## config.mk

```make
export PLATFORM = sky130hd
export DESIGN_NAME = inst_encoder_flat
export DESIGN_NICKNAME = d
export VERILOG_FILES = /design/src/rtl/inst_encoder_if.sv /design/src/rtl/inst_encoder.sv /design/src/flat_wrapper.sv
export SDC_FILE = /design/constraint.sdc
export NUM_CORES = 1
export LEC_CHECK = 0
export BUFFER_PORTS_ARGS = -buffer_cell sky130_fd_sc_hd__buf_2
export CAP_MARGIN = 15
export CELL_PAD_IN_SITES_DETAIL_PLACEMENT = 0
export CELL_PAD_IN_SITES_GLOBAL_PLACEMENT = 1
export CORE_MARGIN = 2
export CORE_UTILIZATION = 38
export CTS_BUF_LIST = sky130_fd_sc_hd__clkbuf_4
export DETAILED_ROUTE_END_ITERATION = 8
export PLACE_DENSITY_LB_ADDON = 0.05
export REMOVE_ABC_BUFFERS = 1
export SLEW_MARGIN = 10
export SYNTH_ARGS = -nofsm -noshare
export SYNTH_HDL_FRONTEND = slang
export SYNTH_SLANG_ARGS = --single-unit
```

## constraint.sdc

```tcl
create_clock -name clk -period 3 [get_ports clk]
set_clock_uncertainty 0.1 [all_clocks]
set_input_delay 0 -clock clk [delete_from_list [all_inputs] [get_ports clk]]
set_output_delay 0 -clock clk [all_outputs]
set_load 0.01 [all_outputs]
```

## src/rtl/inst_encoder_if.sv

```systemverilog
// Field-bundle input and IMEM write-port bundle for the RV32I instruction encoder.
// The master side is the program loader / memory; the slave side is the encoder.
interface inst_encoder_if #(
    parameter int ADDR_W = 10
);
    logic              in_valid;
    logic              in_ready;
    logic [2:0]        in_fmt;
    logic [6:0]        in_opcode;
    logic [2:0]        in_funct3;
    logic [6:0]        in_funct7;
    logic [4:0]        in_rd;
    logic [4:0]        in_rs1;
    logic [4:0]        in_rs2;
    logic [31:0]       in_imm;
    logic              in_last;
    logic              mem_we;
    logic [ADDR_W-1:0] mem_addr;
    logic [31:0]       mem_wdata;
    logic              mem_ready;

    modport master (
        output in_valid, in_fmt, in_opcode, in_funct3, in_funct7, in_rd, in_rs1,
               in_rs2, in_imm, in_last, mem_ready,
        input  in_ready, mem_we, mem_addr, mem_wdata
    );

    modport slave (
        input  in_valid, in_fmt, in_opcode, in_funct3, in_funct7, in_rd, in_rs1,
               in_rs2, in_imm, in_last, mem_ready,
        output in_ready, mem_we, mem_addr, mem_wdata
    );
endinterface

```

## src/rtl/inst_encoder.sv

```systemverilog
// Packs RISC-V field bundles into RV32I words and streams them to IMEM through a
// single-entry, stallable write register.
module inst_encoder #(
    parameter int                ADDR_W    = 10,
    parameter logic [ADDR_W-1:0] BASE_ADDR = '0
) (
    input  logic            clk,
    input  logic            rst,
    input  logic            start,
    inst_encoder_if.slave   bus,
    output logic            busy,
    output logic            done,
    output logic [ADDR_W:0] inst_count,
    output logic            err_fmt
);
    typedef enum logic [1:0] {IDLE, RUN, DONE} state_t;

    state_t      state_q, state_d;
    logic        last_q;
    logic [31:0] word;
    logic        fmt_bad;
    logic        accept;
    logic        wr_done;
    logic [31:0] imm;

    assign imm     = bus.in_imm;
    assign accept  = bus.in_valid && bus.in_ready;
    assign wr_done = bus.mem_we && bus.mem_ready;

    always_comb begin
        word    = 32'h0000_0013;
        fmt_bad = 1'b0;
        case (bus.in_fmt)
            3'd0: word = {bus.in_funct7, bus.in_rs2, bus.in_rs1, bus.in_funct3,
                          bus.in_rd, bus.in_opcode};
            3'd1: word = {imm[11:0], bus.in_rs1, bus.in_funct3, bus.in_rd, bus.in_opcode};
            3'd2: word = {imm[11:5], bus.in_rs2, bus.in_rs1, bus.in_funct3, imm[4:0],
                          bus.in_opcode};
            3'd3: word = {imm[12], imm[10:5], bus.in_rs2, bus.in_rs1, bus.in_funct3,
                          imm[4:1], imm[11], bus.in_opcode};
            3'd4: word = {imm[31:12], bus.in_rd, bus.in_opcode};
            3'd5: word = {imm[20], imm[10:1], imm[11], imm[19:12], bus.in_rd,
                          bus.in_opcode};
            default: fmt_bad = 1'b1;
        endcase
    end

    always_comb begin
        state_d      = state_q;
        bus.in_ready = 1'b0;
        busy         = 1'b0;
        done         = 1'b0;
        case (state_q)
            IDLE: if (start) state_d = RUN;
            RUN: begin
                busy = 1'b1;
                // The output register can refill on the same edge it drains.
                bus.in_ready = !last_q && (!bus.mem_we || bus.mem_ready);
                if (wr_done && last_q) state_d = DONE;
            end
            DONE: begin
                done    = 1'b1;
                state_d = IDLE;
            end
            default: state_d = IDLE;
        endcase
    end

    always_ff @(posedge clk or posedge rst) begin
        if (rst) begin
            state_q       <= IDLE;
            last_q        <= 1'b0;
            bus.mem_we    <= 1'b0;
            bus.mem_addr  <= BASE_ADDR;
            bus.mem_wdata <= '0;
            inst_count    <= '0;
            err_fmt       <= 1'b0;
        end else begin
            state_q <= state_d;
            if (state_q == IDLE && start) begin
                inst_count   <= '0;
                err_fmt      <= 1'b0;
                last_q       <= 1'b0;
                bus.mem_addr <= BASE_ADDR;
            end
            if (wr_done) begin
                bus.mem_addr <= bus.mem_addr + 1'b1;
                if (inst_count != '1) inst_count <= inst_count + 1'b1;
            end
            if (accept) begin
                bus.mem_wdata <= word;
                last_q        <= bus.in_last;
                if (fmt_bad) err_fmt <= 1'b1;
            end
            if (accept) bus.mem_we <= 1'b1;
            else if (wr_done) bus.mem_we <= 1'b0;
        end
    end
endmodule

```

## src/flat_wrapper.sv

```systemverilog
// flat-port wrapper written by rule: the top's interface ports become plain ports
module inst_encoder_flat 
#(
    parameter int                ADDR_W    = 10,
    parameter logic [ADDR_W-1:0] BASE_ADDR = '0
)
  (clk, rst, start, busy, done, inst_count, err_fmt, bus_in_valid, bus_in_fmt, bus_in_opcode, bus_in_funct3, bus_in_funct7, bus_in_rd, bus_in_rs1, bus_in_rs2, bus_in_imm, bus_in_last, bus_mem_ready, bus_in_ready, bus_mem_we, bus_mem_addr, bus_mem_wdata);
  inst_encoder_if #(.ADDR_W(ADDR_W)) bus_i ();
  input  logic clk;
  input  logic rst;
  input  logic start;
  output logic busy;
  output logic done;
  output logic [ADDR_W:0] inst_count;
  output logic err_fmt;
  input wire logic [$bits(bus_i.in_valid)-1:0] bus_in_valid;
  input wire logic [$bits(bus_i.in_fmt)-1:0] bus_in_fmt;
  input wire logic [$bits(bus_i.in_opcode)-1:0] bus_in_opcode;
  input wire logic [$bits(bus_i.in_funct3)-1:0] bus_in_funct3;
  input wire logic [$bits(bus_i.in_funct7)-1:0] bus_in_funct7;
  input wire logic [$bits(bus_i.in_rd)-1:0] bus_in_rd;
  input wire logic [$bits(bus_i.in_rs1)-1:0] bus_in_rs1;
  input wire logic [$bits(bus_i.in_rs2)-1:0] bus_in_rs2;
  input wire logic [$bits(bus_i.in_imm)-1:0] bus_in_imm;
  input wire logic [$bits(bus_i.in_last)-1:0] bus_in_last;
  input wire logic [$bits(bus_i.mem_ready)-1:0] bus_mem_ready;
  output wire logic [$bits(bus_i.in_ready)-1:0] bus_in_ready;
  output wire logic [$bits(bus_i.mem_we)-1:0] bus_mem_we;
  output wire logic [$bits(bus_i.mem_addr)-1:0] bus_mem_addr;
  output wire logic [$bits(bus_i.mem_wdata)-1:0] bus_mem_wdata;
  assign bus_i.in_valid = bus_in_valid;
  assign bus_i.in_fmt = bus_in_fmt;
  assign bus_i.in_opcode = bus_in_opcode;
  assign bus_i.in_funct3 = bus_in_funct3;
  assign bus_i.in_funct7 = bus_in_funct7;
  assign bus_i.in_rd = bus_in_rd;
  assign bus_i.in_rs1 = bus_in_rs1;
  assign bus_i.in_rs2 = bus_in_rs2;
  assign bus_i.in_imm = bus_in_imm;
  assign bus_i.in_last = bus_in_last;
  assign bus_i.mem_ready = bus_mem_ready;
  assign bus_in_ready = bus_i.in_ready;
  assign bus_mem_we = bus_i.mem_we;
  assign bus_mem_addr = bus_i.mem_addr;
  assign bus_mem_wdata = bus_i.mem_wdata;
  inst_encoder #(.ADDR_W(ADDR_W), .BASE_ADDR(BASE_ADDR)) u_core (.clk(clk), .rst(rst), .start(start), .bus(bus_i), .busy(busy), .done(done), .inst_count(inst_count), .err_fmt(err_fmt));
endmodule
```

### Word-level counts from Yosys, hierarchy flattened

Cells that the tools add are included.

| operators by class | value |
|---|---|
| $add $sub $neg | 2 |
| equal/unequal tests | 10 |
| muxes and demuxes | 19 |
| reduce and logical (&&, ||, !) cells | 15 |

Operators by type and width:

| operator | number |
|---|---|
| 32-bit one-hot mux with 6 select lines | 1 |
| 11-bit two-way mux | 3 |
| 10-bit two-way mux | 2 |
| 11-bit by 1-bit adder with 11-bit output (second input constant) | 1 |
| 11-bit != test (second input constant) | 1 |
| 10-bit by 1-bit adder with 10-bit output (second input constant) | 1 |
| 1-bit two-way mux | 10 |
| 3-bit by 2-bit == test with 1-bit output (second input constant) | 2 |
| 3-bit == test (second input constant) | 2 |
| 2-bit nonzero test | 3 |
| 6-bit OR reduction | 1 |
| 1-bit logical AND | 5 |
| 2-bit two-way mux | 2 |
| 2-bit one-hot mux with 2 select lines | 1 |
| 3-bit by 1-bit == test with 1-bit output (second input constant) | 1 |
| 3-bit zero test | 1 |
| 2-bit by 1-bit == test with 1-bit output (second input constant) | 1 |
| 2-bit == test (second input constant) | 1 |
| 1-bit zero test | 2 |
| 2-bit zero test | 1 |
| 2-bit by 1-bit != test with 1-bit output (second input constant) | 1 |
| 2-bit != test (second input constant) | 1 |
| 2-bit AND reduction | 1 |
| 1-bit logical OR | 1 |

| word-level totals | value |
|---|---|
| register bits after elaboration | 58 |
| bits of input ports | 73 |
| output and inout bits | 58 |
| word-level logic and storage cells | 53 |

### Logic depth before layout (Yosys ltp)

Gate-level depths: netlist of the first run.

| logic depth | value |
|---|---|
| depth after elaboration | 6 |
| depth in mapped cells | 7 |
| gate-level depth less buffers | 5 |

### Worst setup path before layout of the first run

Ideal clock, no wire load.

| timing path | value |
|---|---|
| path type | reg2reg |
| from | register u_core.inst_count[0] |
| to | register u_core.inst_count[3] |
| library setup time | 126 ps |
| data arrival time | 1600 ps |
| data required time | 2774 ps |
| slack | 1174 ps |
| stages on the path, launching flop included | 7 |
| path buffers | 1 |
| period minus slack after synthesis | 1826 ps |
| cell sequence | dfrtp_1 ha_1 nand4_2 o31ai_4 buf_6 nor3_1 a311o_1 |

| on the way | value |
|---|---|
| cells in the longest elaborated chain, start to end | 3 |
| elaborated cells on any way between the ends | 4 |
| those cells by class | add/sub: 1; eq/ne: 1; mux: 2 |

RTL lines:

| element | line | source |
|---|---|---|
| start, declared | inst_encoder.sv:13 | `output logic [ADDR_W:0] inst_count,` |
| start signal, assigned | inst_encoder.sv:88 | `if (inst_count != '1) inst_count <= inst_count + 1'b1;` |
| 11-bit by 1-bit adder with 11-bit output or 11-bit != test (tied branches) | inst_encoder.sv:88 |  |
| 11-bit two-way mux * | inst_encoder.sv:88 |  |
| 11-bit two-way mux * | inst_encoder.sv:86 | `if (wr_done) begin` |

Every way passes the cells marked *; elsewhere a longest branch is shown, timed or not.
A chain may end at the register's enable or synchronous reset.

### Worst setup path in the final report of the first run

| timing path | value |
|---|---|
| from | input port bus_in_fmt[1] |
| to | register u_core.bus.mem_wdata[28] |

| on the way | value |
|---|---|
| cells in the longest elaborated chain, start to end | 2 |
| elaborated cells on any way between the ends | 7 |
| those cells by class | eq/ne: 5; mux: 1; reduce/logical: 1 |

RTL lines:

| element | line | source |
|---|---|---|
| start, declared | flat_wrapper.sv:17 | `input wire logic [$bits(bus_i.in_fmt)-1:0] bus_in_fmt;` |
| 3-bit == test, or another cell as far along | inst_encoder.sv:33 | `case (bus.in_fmt)` |
| 32-bit one-hot mux with 6 select lines * | inst_encoder.sv:33 |  |
| end signal, assigned | inst_encoder.sv:91 | `bus.mem_wdata <= word;` |
| end, declared | inst_encoder_if.sv:31 | `output in_ready, mem_we, mem_addr, mem_wdata` |

Marked as above.

==> qor.txt, run 1 <==
Outcome = completed
Via-per-instance ratio = 5.02
RR Startpoint = u_core.state_q[1]$_DFFE_PP0P_
Clock sink total = 58
Hold path depth = 5
Clock share of power = 15.3%
Core area = 0.00765 sq mm
Register area share after synthesis = 48.8%
Crit. End Element = flop
Drt drc = 0
Routability Congestion = 0.762
Commonest register cell after synthesis = dfrtp_1
Post-synthesis area per instance = 9.48 sq um
Rel. slew slack = 39.5%
Hold Path Origin = bus_in_imm[20]
Fmax = 449 MHz
Setup TNS = 0 ns
Top post-synthesis cells by area = dfrtp_1 (49%), nor2_1 (6.4%), a221oi_1 (5.9%)
Port-buffer cells = 130
Initial Util = 38.9%
Leading cell type in the layout, fill and taps excluded = buf_2
Clk_lat worst skew = 0.41 ns
Total grt overflow = 0
Placed cells = 534
Number of detailed-route iterations in the first pass = 4
Yosys top cell area share = 48.8%
Hold endpoint = u_core.bus.mem_wdata[31]$_DFFE_PP0P_
Root Buffer = clkbuf_4
Pins Over Slew Limit = 0
Final HPWL DP = 5810 um
DR iter-0 viols = 96
P_sw = 1.17 mW
Clock slew at reported path FFs = 0.10 ns
H-tree depth = 3
Max-cap viol count = 0
Final setup fails = 0
Int Power = 1.86 mW
RSZ-0062 raised after global routing = false
HP Class = primary input to flop
P per Cell Area = 684 mW/mm^2
Die footprint = 0.00855 sq mm
Flop pwr share = 40.3%
Final Hold Viols = 0
Required @ worst endpoint = 3.24 ns
FP Rows = 32
VDD IR max = 0.000329 V
Die X-Extent = 92.5 um
Yosys cell types = 48
Via Count = 3,075
Post-synth EDFFs = 0
Synth area leader = dfrtp_1
Dpl cell area = 0.00369 sq mm
Synth Register Bits = 58
Kind of critical path = primary input to flop
Leak = 2.21 nW
Nets = 582
Antenna violations before repair = 0
IO Count = 131
CP Data Arrival Time = 2.47 ns
Commonest non-fill, non-tap cells in the layout = buf_2 (130), dlygate4sd3_1 (64), dfrtp_1 (58)
Post-Layout Cell Count = 613
Diode count = 0
Worst R2R End = u_core.bus.mem_wdata[2]$_DFFE_PP0P_
Crit path max fanout = 18
Crit start category = primary input
Syn Std Cell Area = 0.00298 sq mm
Ratio of cells with drive above 1 in the final layout = 31.1%
Layout Area Growth over Synthesis = 49.0%
Reg2Reg Setup Slack = 0.78 ns
Vias in the first global route = 3,085
CTS tree = yes
Worst-Margin Slew = 0.906 ns
Period utilisation layout = 74.2%
Die height = 92.5 um
First-pass GRT wire length = 14,300 um
Fin crit period = 2.23 ns
Crit path from = bus_in_fmt[1]
GRT Util Overall = 21.2%
Post-CTS setup buffers = 0
Comb power frac = 44.4%
Antenna viol nets, final = 0
Synth Instances = 314
Clock Path Buffers = 2
R2R cell count = 7
Largest net degree at the start of global routing = 44
Switching portion of total power = 38.7%
Async S/R FF share, synth = 100%
Final Cell Area = 0.00443 sq mm
Inserted Clock Buffers = 9
Synth Warn # = 0
Drt total wl = 8700 um
WL/cell = 14.2 um
==> cells in the mapped netlist (2+ instances only) <==
library cell and number:
nand2b_1 2, nor2b_1 2, a21oi_1 6, a221oi_1 20
mux2_2 2, clkinv_1 2, clkbuf_1 6, dfrtp_1 58
and3_1 4, buf_2 7, nor2_1 51, a22oi_1 4
a22o_1 9, ha_1 2, mux2i_1 13, nand3_1 11
inv_1 4, nand4_2 2, and4_1 3, nand4_1 3
o21ai_0 31, o22ai_1 2, o22a_1 3, nor3b_1 2
a31oi_1 5, nor3_1 2, nand2_1 36, buf_6 2
==> power by group through the flow <==
stage	Clock, mW	Combinational [mW]	Sequential (mW)
detailed placement	0	1.20	1.24
floorplan	0	0.553	1.34
CTS	0.485	1.36	1.22
global route	0.523	1.51	1.26
global placement	0	1.19	1.23
finish	0.463	1.35	1.22
==> worst max path at each step <==
| stage | to | slack (ns) |
|---|---|---|
| finish | u_core.bus.mem_wdata[28]$_DFFE_PP0P_ | 0.77 |
| global placement | u_core.inst_count[3]$_DFF_PP0_ | 1.10 |
| CTS | u_core.bus.mem_wdata[9]$_DFFE_PP0P_ | 0.72 |
| global route | u_core.bus.mem_wdata[2]$_DFFE_PP0P_ | 0.60 |
| detailed placement | u_core.inst_count[3]$_DFF_PP0_ | 1.02 |
| floorplan | u_core.bus.mem_wdata[2]$_DFFE_PP0P_ | 0.88 |
==> routing by layer <==
metal  GRT usage, %  routed length [um]  up-vias
met4           7.21                 173        0
met2           35.9                4230       97
li1               -                   -     1542
met3           6.83                 541       14
met5              0                   0        -
met1           25.3                3750     1422
==> area by class of cell <==
| class | count | area [sq um] |
|---|---|---|
| Fill cell | 714 | 3210 |
| Sequential cell | 58 | 1450 |
| Multi-Input combinational cell | 233 | 1400 |
| Timing Repair Buffer | 199 | 1330 |
| Tap cell | 102 | 128 |
| Clock buffer | 11 | 82.6 |
| Inverter | 6 | 22.5 |
| Clock inverter | 4 | 20.0 |
==> per-stage QoR <==
stage	hold WS, ns	total power, mW	worst slack, ns	utilization, %
floorplan	0.0168	1.90	0.882	-
global placement	0.116	2.42	1.10	48.2
detailed placement	0.122	2.43	1.02	48.2
CTS	0.0305	3.07	0.716	58.0
global route	0.0678	3.30	0.598	58.0
finish	0.0466	3.03	0.774	58.0
==> cell families (layout without fill, tap and decap cells) <==
kind of cell | after synthesis | after routing | share of synthesized area, %
flops | 58 | 58 | 48.8
xor+xnor | 1 | 1 | 0.294
fa+ha+maj | 2 | 2 | 0.841
simple gates | 125 | 125 | 19.4
buf+inv | 23 | 220 | 4.16
mux | 15 | 15 | 5.13
compound gates | 90 | 90 | 21.4
==> state kept, by name (all words and copies together) (netlist names) <==
register              count
u_core.state_q            2
u_core.inst_count        11
u_core.last_q             1
u_core.bus.mem_wdata     32
u_core.bus.mem_we         1
u_core.err_fmt            1
u_core.bus.mem_addr      10
==> worst max-delay path, cell delays in order <==
cell           delay [ns]
dlygate4sd3_1        0.51
buf_2                0.17
clkinv_1             0.07
buf_4                0.20
nor2_1               0.61
a221oi_1             0.22
dlygate4sd3_1        0.60
nor2_1               0.08
==> timing repair <==
item / CTS / global route
endpoints found under the hold margin: 85 / 0
hold buffers: 64 / 0
gates resized for setup: 0 / 0
(Power assumes the default switching activity.)
==> run 2: changes to the inputs <==
--- a/config.mk
+++ b/config.mk
@@ -10,7 +10,7 @@
 export CELL_PAD_IN_SITES_DETAIL_PLACEMENT = 0
 export CELL_PAD_IN_SITES_GLOBAL_PLACEMENT = 1
 export CORE_MARGIN = 2
-export CORE_UTILIZATION = 38
+export CORE_UTILIZATION = 32
 export CTS_BUF_LIST = sky130_fd_sc_hd__clkbuf_4
 export DETAILED_ROUTE_END_ITERATION = 8
 export PLACE_DENSITY_LB_ADDON = 0.05
==> constraint.sdc (replaced) <==
create_clock -name clk -period 2 [get_ports clk]
set_clock_uncertainty 0.1 [all_clocks]
set_input_delay 0 -clock clk [delete_from_list [all_inputs] [get_ports clk]]
set_output_delay 0 -clock clk [all_outputs]
set_load 0.01 [all_outputs]
==> run 2 against run 1 <==
Via count rose by 2.3%. Critical path depth fell by 2. Register-to-register slack got worse by 0.65 ns. Final cell count rose by 4.4%. Die area rose by 18%. Flip-flop and latch count did not move. Count of clock-buffer cells in the layout fell by 1. Cell area rose by 5.1%. Core utilization fell by 6.8 points. Total power rose by 59%.
==> qor.txt, run 2 (synthesis results as in run 1) <==
Max FFs per register = 32
Diode count = 0
Die footprint = 0.0101 sq mm
VDD IR max = 0.000493 V
Layout Area Growth over Synthesis = 56.5%
Clock slew at reported path FFs = 0.09 ns
Leak = 2.28 nW
Clock sink total = 58
Required @ worst endpoint = 2.24 ns
Outcome = completed
Max-cap viol count = 0
Largest net degree at the start of global routing = 26
Period utilisation layout = 93.5%
P per Cell Area = 1040 mW/mm^2
Hold path depth = 5
Drt total wl = 9250 um
Drt drc = 0
Commonest non-fill, non-tap cells in the layout = buf_2 (131), dlygate4sd3_1 (69), dfrtp_1 (58)
R2R cell count = 6
RR Startpoint = u_core.state_q[1]$_DFFE_PP0P_
Fin crit period = 1.87 ns
Biggest register = u_core.bus.mem_wdata
Hold endpoint = u_core.bus.mem_wdata[20]$_DFFE_PP0P_
Setup TNS = 0 ns
Clock Path Buffers = 2
GRT Util Overall = 18.5%
Rel. slew slack = 48.5%
IO Count = 131
Die X-Extent = 100 um
Crit start category = flop
Core area = 0.00911 sq mm
Antenna viol nets, final = 0
Crit path max fanout = 4
Final setup fails = 0
Largest regs = u_core.bus.mem_wdata: 32 flops, u_core.inst_count: 11 flops, u_core.bus.mem_addr: 10 flops
Final core occ = 51.1%
Inserted Clock Buffers = 9
CTS tree = yes
CP Data Arrival Time = 2.11 ns
Vias in the first global route = 3,281
Crit. End Element = flop
Hold WS = 0.0196 ns
Port-buffer cells = 130
Nets = 599
First-pass GRT wire length = 14,900 um
Total grt overflow = 0
H-tree depth = 3
Antenna violations before repair = 0
Final Hold Viols = 0
HP Class = primary input to flop
Leading cell type in the layout, fill and taps excluded = buf_2
Initial Util = 32.7%
Ratio of cells with drive above 1 in the final layout = 32.7%
Fmax = 535 MHz
Reg2Reg Setup Slack = 0.13 ns
Routability Congestion = 0.755
Final Cell Area = 0.00466 sq mm
Root Buffer = clkbuf_4
Kind of critical path = flop to flop
Number of detailed-route iterations in the first pass = 4
Hold Path Origin = bus_in_imm[20]
WL/cell = 14.5 um
Die height = 100 um
FP Rows = 35
Via Count = 3,146
Pins Over Slew Limit = 0
Dpl cell area = 0.00377 sq mm
Worst-Margin Slew = 0.770 ns
Via-per-instance ratio = 4.92
Worst R2R End = u_core.err_fmt$_DFF_PP0_
Final HPWL DP = 6170 um
Fill cells = 899
Clk_lat worst skew = 0.41 ns
DR iter-0 viols = 79
run 2: stage by stage:
| step | setup WS [ns] | power (mW) | cells |
|---|---|---|---|
| floorplan | -0.118 | 2.84 | 297 |
| global placement | 0.195 | 3.68 | 550 |
| detailed placement | 0.126 | 3.70 | 550 |
| CTS | 0.0630 | 4.83 | 636 |
| global route | -0.00416 | 5.21 | 640 |
| finish | 0.130 | 4.82 | 640 |
run 2: worst max-delay path by stage:
| stage | start | to |
|---|---|---|
| 6_report | u_core.state_q[1]$_DFFE_PP0P_ | u_core.err_fmt$_DFF_PP0_ |
| 5_1_grt | u_core.state_q[1]$_DFFE_PP0P_ | u_core.err_fmt$_DFF_PP0_ |
| 4_1_cts | u_core.state_q[1]$_DFFE_PP0P_ | u_core.err_fmt$_DFF_PP0_ |
| 3_5_place_dp | u_core.inst_count[0]$_DFF_PP0_ | u_core.inst_count[3]$_DFF_PP0_ |
| 3_3_place_gp | u_core.inst_count[0]$_DFF_PP0_ | u_core.inst_count[3]$_DFF_PP0_ |
| 2_1_floorplan | u_core.state_q[1]$_DFFE_PP0P_ | u_core.bus.mem_wdata[2]$_DFFE_PP0P_ |
run 2: worst max-delay path: stages (launching register included):
cell and delay (ns):
dfrtp_1 0.41, nand2b_1 0.20, inv_2 0.09, nand4_1 0.15, buf_6 0.17, o21ai_0 0.13
dlygate4sd3_1 0.56
run 2: cell type report:
cell class | instances | area, sq um | share of cell area, %
timing repair buffer | 216 | 1490 | 31.9
sequential | 58 | 1450 | 31.2
multi-input combinational | 233 | 1400 | 30.1
tap | 111 | 139 | 2.98
clock inverter | 6 | 81.3 | 1.75
clock buffer | 10 | 75.1 | 1.61
inverter | 6 | 22.5 | 0.484
run 2: what timing repair did:
| action | in CTS | in global routing |
|---|---|---|
| endpoints found under the setup margin | 0 | 2 |
| hold endpoints to repair | 101 | 0 |
| setup buffers | 0 | 3 |
| resized for setup | 0 | 3 |
| hold buffers | 70 | 0 |
run 2: where the power goes:
part / internal [mW] / switching [mW]
logic: 0.937 / 1.09
registers: 1.58 / 0.239
clock network: 0.513 / 0.464
run 2: layer usage:
layer  wire, um  track usage [%]  vias to the layer above
met2       4690             32.7                       88
met1       3890             21.5                     1456
met4        193             7.17                        0
met3        477             4.74                       16
met5          0                0                        -
li1           -                -                     1586
